[config.mk]
export PLATFORM = sky130hd
export DESIGN_NAME = serial_operand_feeder
export DESIGN_NICKNAME = d
export VERILOG_FILES = /design/src/rtl/serial_operand_feeder.sv
export SDC_FILE = /design/constraint.sdc
export NUM_CORES = 1
export LEC_CHECK = 0
export BUFFER_PORTS_ARGS = -buffer_cell sky130_fd_sc_hd__buf_4
export CAP_MARGIN = 20
export CORE_ASPECT_RATIO = 0.9
export CORE_MARGIN = 2
export CORE_UTILIZATION = 54
export CTS_CLUSTER_DIAMETER = 120
export DETAILED_ROUTE_END_ITERATION = 16
export PLACE_DENSITY = 0.87
export SYNTH_ARGS = -nofsm -noshare
export SYNTH_HDL_FRONTEND = slang
export SYNTH_SLANG_ARGS = --single-unit
[constraint.sdc]
create_clock -name clk -period 2.1 [get_ports clk]
set_input_delay 0.42 -clock clk [delete_from_list [all_inputs] [get_ports clk]]
set_output_delay 0.42 -clock clk [all_outputs]
set_load 0.005 [all_outputs]
[src/rtl/serial_operand_feeder.sv]
// serial_operand_feeder: front stage of the bit-serial adder.
// Accepts an operand pair a/b on a valid/ready handshake, issues a one-cycle
// carry-clear pulse, then streams both operands LSB-first, one bit pair per
// cycle, to the adder's x/y inputs. Every output comes straight from a flop.
//
// Ports:
//   clk        rising-edge clock
//   reset      asynchronous active-low reset (0 = in reset)
//   in_valid   operand pair a/b is valid
//   in_ready   feeder can accept a pair this cycle
//   a, b       WIDTH-bit operands, sampled on accept
//   clr        carry-clear pulse to the adder, high for exactly one cycle
//   x, y       current bit of A / B
//   bit_valid  x/y carry a live operand bit
//   bit_last   x/y carry the MSB of the word
module serial_operand_feeder #(
    parameter int unsigned WIDTH = 8
) (
    input  logic             clk,
    input  logic             reset,
    input  logic             in_valid,
    output logic             in_ready,
    input  logic [WIDTH-1:0] a,
    input  logic [WIDTH-1:0] b,
    output logic             clr,
    output logic             x,
    output logic             y,
    output logic             bit_valid,
    output logic             bit_last
);

    localparam int unsigned CW = (WIDTH < 2) ? 1 : $clog2(WIDTH);

    // The shift index and the last-bit lookahead need at least two bits per word.
    generate
        if (WIDTH < 2) begin : g_width_check
            $error("serial_operand_feeder: WIDTH must be >= 2");
        end
    endgenerate

    localparam logic [CW-1:0] IDX_LAST     = CW'(WIDTH - 1);
    localparam logic [CW-1:0] IDX_PRE_LAST = CW'(WIDTH - 2);

    typedef enum logic [1:0] {
        IDLE  = 2'd0,
        CLEAR = 2'd1,
        SHIFT = 2'd2
    } state_t;

    state_t           state_q, state_n;
    logic [CW-1:0]    cnt_q, cnt_n;
    logic [WIDTH-1:0] sa_q, sa_n;
    logic [WIDTH-1:0] sb_q, sb_n;

    logic in_ready_n, clr_n, x_n, y_n, bit_valid_n, bit_last_n;

    // State, datapath and output registers; reset discards any word in flight.
    always_ff @(posedge clk or negedge reset) begin
        if (!reset) begin
            state_q   <= IDLE;
            cnt_q     <= '0;
            sa_q      <= '0;
            sb_q      <= '0;
            in_ready  <= 1'b0;
            clr       <= 1'b0;
            x         <= 1'b0;
            y         <= 1'b0;
            bit_valid <= 1'b0;
            bit_last  <= 1'b0;
        end else begin
            state_q   <= state_n;
            cnt_q     <= cnt_n;
            sa_q      <= sa_n;
            sb_q      <= sb_n;
            in_ready  <= in_ready_n;
            clr       <= clr_n;
            x         <= x_n;
            y         <= y_n;
            bit_valid <= bit_valid_n;
            bit_last  <= bit_last_n;
        end
    end

    // Next state plus the output values for the cycle after this edge.
    // cnt_q is the index of the bit currently on x/y while in SHIFT.
    always_comb begin
        state_n     = state_q;
        cnt_n       = cnt_q;
        sa_n        = sa_q;
        sb_n        = sb_q;
        in_ready_n  = 1'b0;
        clr_n       = 1'b0;
        x_n         = 1'b0;
        y_n         = 1'b0;
        bit_valid_n = 1'b0;
        bit_last_n  = 1'b0;

        unique case (state_q)
            IDLE: begin
                // in_ready is low for the first cycle out of reset, so gate on it.
                if (in_valid && in_ready) begin
                    state_n = CLEAR;
                    sa_n    = a;
                    sb_n    = b;
                    clr_n   = 1'b1;
                end else begin
                    in_ready_n = 1'b1;
                end
            end

            CLEAR: begin
                state_n     = SHIFT;
                cnt_n       = '0;
                x_n         = sa_q[0];
                y_n         = sb_q[0];
                bit_valid_n = 1'b1;
                sa_n        = sa_q >> 1;
                sb_n        = sb_q >> 1;
            end

            SHIFT: begin
                if (cnt_q == IDX_LAST) begin
                    state_n    = IDLE;
                    in_ready_n = 1'b1;
                end else begin
                    cnt_n       = cnt_q + CW'(1);
                    x_n         = sa_q[0];
                    y_n         = sb_q[0];
                    bit_valid_n = 1'b1;
                    bit_last_n  = (cnt_q == IDX_PRE_LAST);
                    sa_n        = sa_q >> 1;
                    sb_n        = sb_q >> 1;
                end
            end

            default: begin
                state_n = IDLE;
            end
        endcase
    end

endmodule

==> key figures <==
Run status
  • Outcome: complete, no violations

Power and ir drop
  • Power share of the combinational group: 54.2%
  • Leakage power: 0.000792 uW
  • Sw Pwr: 803 uW
  • P_int: 1590 uW
  • P per Cell Area: 1490 mW/mm^2
  • Total Power: 2390 uW
  • Switch share: 33.6%
  • Reg power frac: 36.3%
  • Max IR drop VDD: 0.000897 V
  • Clk pwr share: 9.5%

Synthesis
  • Yosys warnings: 0
  • Cell with the most instances after synthesis: dfrtp_1
  • Synth Register Bits: 27
  • Seq/Total Area, Yosys: 50.2%
  • Post-Syn Instances: 100
  • Cell Area, Synth: 0.00135 mm^2
  • Netlist cell types: 22
  • Share of the synthesized area in the top cell type: 50.2%
  • Syn Area/Cell: 13.5 um^2
  • Post-synth ARST share: 100%
  • Synth Flop Type: dfrtp_1
  • Ranking of synthesized cells by area: dfrtp_1, mux2_2, mux2_4
  • Post-synth net total: 125
  • Synth area leader: dfrtp_1
  • EDFF count, synth: 0
  • Most common library cells after synthesis: dfrtp_1, mux2_2, mux2_4

Clocking
  • CTS tree: yes
  • Clock slew at reported path FFs: 0.15 ns
  • H-tree depth: 1
  • CTS max path bufs: 2
  • Clock Latency Late Sink: 0.33 ns
  • Number of setup buffers added after CTS: 0
  • CTS Sinks: 27
  • Cts bufs inserted: 3
  • CTS Root Cell: clkbuf_4

Worst setup path
  • Critical path class: reg -> reg
  • Worst reg-to-reg setup slack: 0.10 ns
  • Critical path data arrival time: 2.23 ns
  • Critical Path RT: 2.33 ns
  • Slowest-stage cell, CP: dfrtp_1
  • Cell Chain, Critical Path: ha_1 > ha_1 > and2_4 > a211oi_4 > buf_12 > mux2_2
  • Max incr delay on CP: 0.44 ns
  • CP top delay family: adder cells
  • CP max FO: 16
  • CP Launch Type: register
  • Worst setup EP type: register
  • Worst R2R End: sb_q[1]$_DFFE_PN0P_
  • R2r startpoint: cnt_q[0]$_DFFE_PN0P_
  • Worst-case reg-to-reg path depth: 6
  • CP bufs+invs: 1
  • Most used cell, CP: ha_1

Floorplan
  • Initial Util: 56.0%
  • DIE HEIGHT: 51.4 um
  • Core ar.: 0.00240 mm^2
  • Io pins: 25
  • Cell Rows: 17
  • Die ar.: 0.00291 mm^2
  • Die W: 56.6 um

Drt
  • DR vias: 831
  • Mean routed wirelength per cell: 15.1 um
  • Residual DRC count: 0
  • Post-DRT Antenna Nets: 0
  • Pre-antenna DRT Iters: 4
  • Post-Route WL: 2350 um
  • DR iter-0 viols: 4
  • DR vias/cell: 5.33

Timing
  • Clock Skews: 0.00631 ns
  • Fin crit share: 95.1%
  • Final Max Tran Viols: 0
  • Fin crit period: 2.00 ns
  • Final hold vios: 0
  • Peak Freq: 501 MHz
  • Setup tns final: 0 ns
  • Unrepaired setup endpoints after global routing: no
  • # setup viols final: 0
  • Relative slew slack: 72.2%
  • Pin slew with the least headroom to its limit: 0.416 ns

Placement
  • I/O Buffers: 24
  • Gpl congestion: 0.746
  • Dpl hpwl: 1750 um

Hold path
  • Hold path cells: 2
  • Worst Hold End: clr$_DFF_PN0_
  • HP Class: in -> reg
  • Hold Crit Start: in_valid

GRT
  • Total gr overflow: 0
  • Initial antenna violation count: 0
  • Via count of the first global-routing pass: 880
  • Global router's overall resource usage: 18.3%
  • Largest net degree at the start of global routing: 28
  • Global-route wire length before repair: 4000 um

Cells and area
  • Core Util, Final: 66.6%
  • # diodes: 0
  • Final layout net count: 154
  • Syn-to-layout area delta: 18.9%
  • Share of cells above drive strength 1: 46.9%

Run
  • Max-cap viol count: 0
[layout by cell type (no fill, tap or decap), drive strengths merged]
cell	Yosys	routed
nor2b	3	3
o31ai	1	1
o21a	1	1
clkinvlp	0	1
a21o	1	1
a211oi	1	1
and2	1	1
and3	2	2
o21ai	5	5
a22o	2	2
clkbuf	1	3
mux2	27	27
inv	7	7
dlygate4sd3	0	1
buf	2	26
dfrtp	27	27
a21oi	1	1
mux2i	4	4
nor2	2	2
ha	6	6
nand2	5	5
nor3	1	1
[power groups by stage]
stage	registers, uW	clock network, uW	logic, uW
floorplan	842	0	1040
global placement	856	0	1240
detailed placement	875	0	1300
CTS	864	235	1300
global route	894	260	1390
finish	866	228	1290
[per-stage QoR]
stage	hold WS, ns	worst slack, ns	instance area [um^2]	std cells
after floorplan	0.124	0.158	1350	100
after global placement	0.345	0.222	1560	151
after detailed placement	0.349	0.140	1560	151
after CTS	0.321	0.105	1600	156
after global routing	0.313	0.0190	1600	156
final	0.331	0.104	1600	156
[area by class of cell]
class / instances / area, um^2
Clock buffer: 3 / 22.5
Multi-Input combinational cell: 63 / 616
Clock inverter: 1 / 7.51
Timing Repair Buffer: 27 / 218
Sequential cell: 27 / 676
Fill cell: 180 / 803
Tap cell: 28 / 35.0
Inverter: 7 / 26.3
[metal layers]
layer,vias up,share of wire (%),track usage (%)
met5,-,0,0
met1,407,43,22.6
met4,0,2.5,10.7
met3,7,3.7,3.54
li1,399,-,-
met2,18,50,30.0
[cell families (layout without fill, tap and decap cells)]
kind of cell,after synthesis,after routing,share of synthesized area [%]
simple gates,14,14,5.67
mux,31,31,27.8
flops,27,27,50.2
compound gates,12,12,6.69
fa+ha+maj,6,6,5.58
buf+inv,10,38,4.09
[sequential cells by signal (all words and copies together) (netlist names)]
register / flops
bit_last: 1
bit_valid: 1
clr: 1
cnt_q: 3
in_ready: 1
sa_q: 8
sb_q: 8
state_q: 2
x: 1
y: 1
[worst max-delay path by stage]
stage / from / cells after the start / to
floorplan: cnt_q[0]$_DFFE_PN0P_ / 6 / sa_q[1]$_DFFE_PN0P_
global placement: cnt_q[0]$_DFFE_PN0P_ / 6 / sb_q[5]$_DFFE_PN0P_
detailed placement: cnt_q[0]$_DFFE_PN0P_ / 6 / sb_q[1]$_DFFE_PN0P_
CTS: cnt_q[0]$_DFFE_PN0P_ / 6 / sb_q[5]$_DFFE_PN0P_
global route: cnt_q[1]$_DFFE_PN0P_ / 6 / sb_q[4]$_DFFE_PN0P_
finish: cnt_q[0]$_DFFE_PN0P_ / 6 / sb_q[1]$_DFFE_PN0P_
[what timing repair did]
item / 4_1_cts / 5_1_grt
gates resized for setup: 0 / 0
hold buffers: 1 / 0
hold endpoints to repair: 27 / 0
No activity file was read; power rests on OpenSTA's default activity.
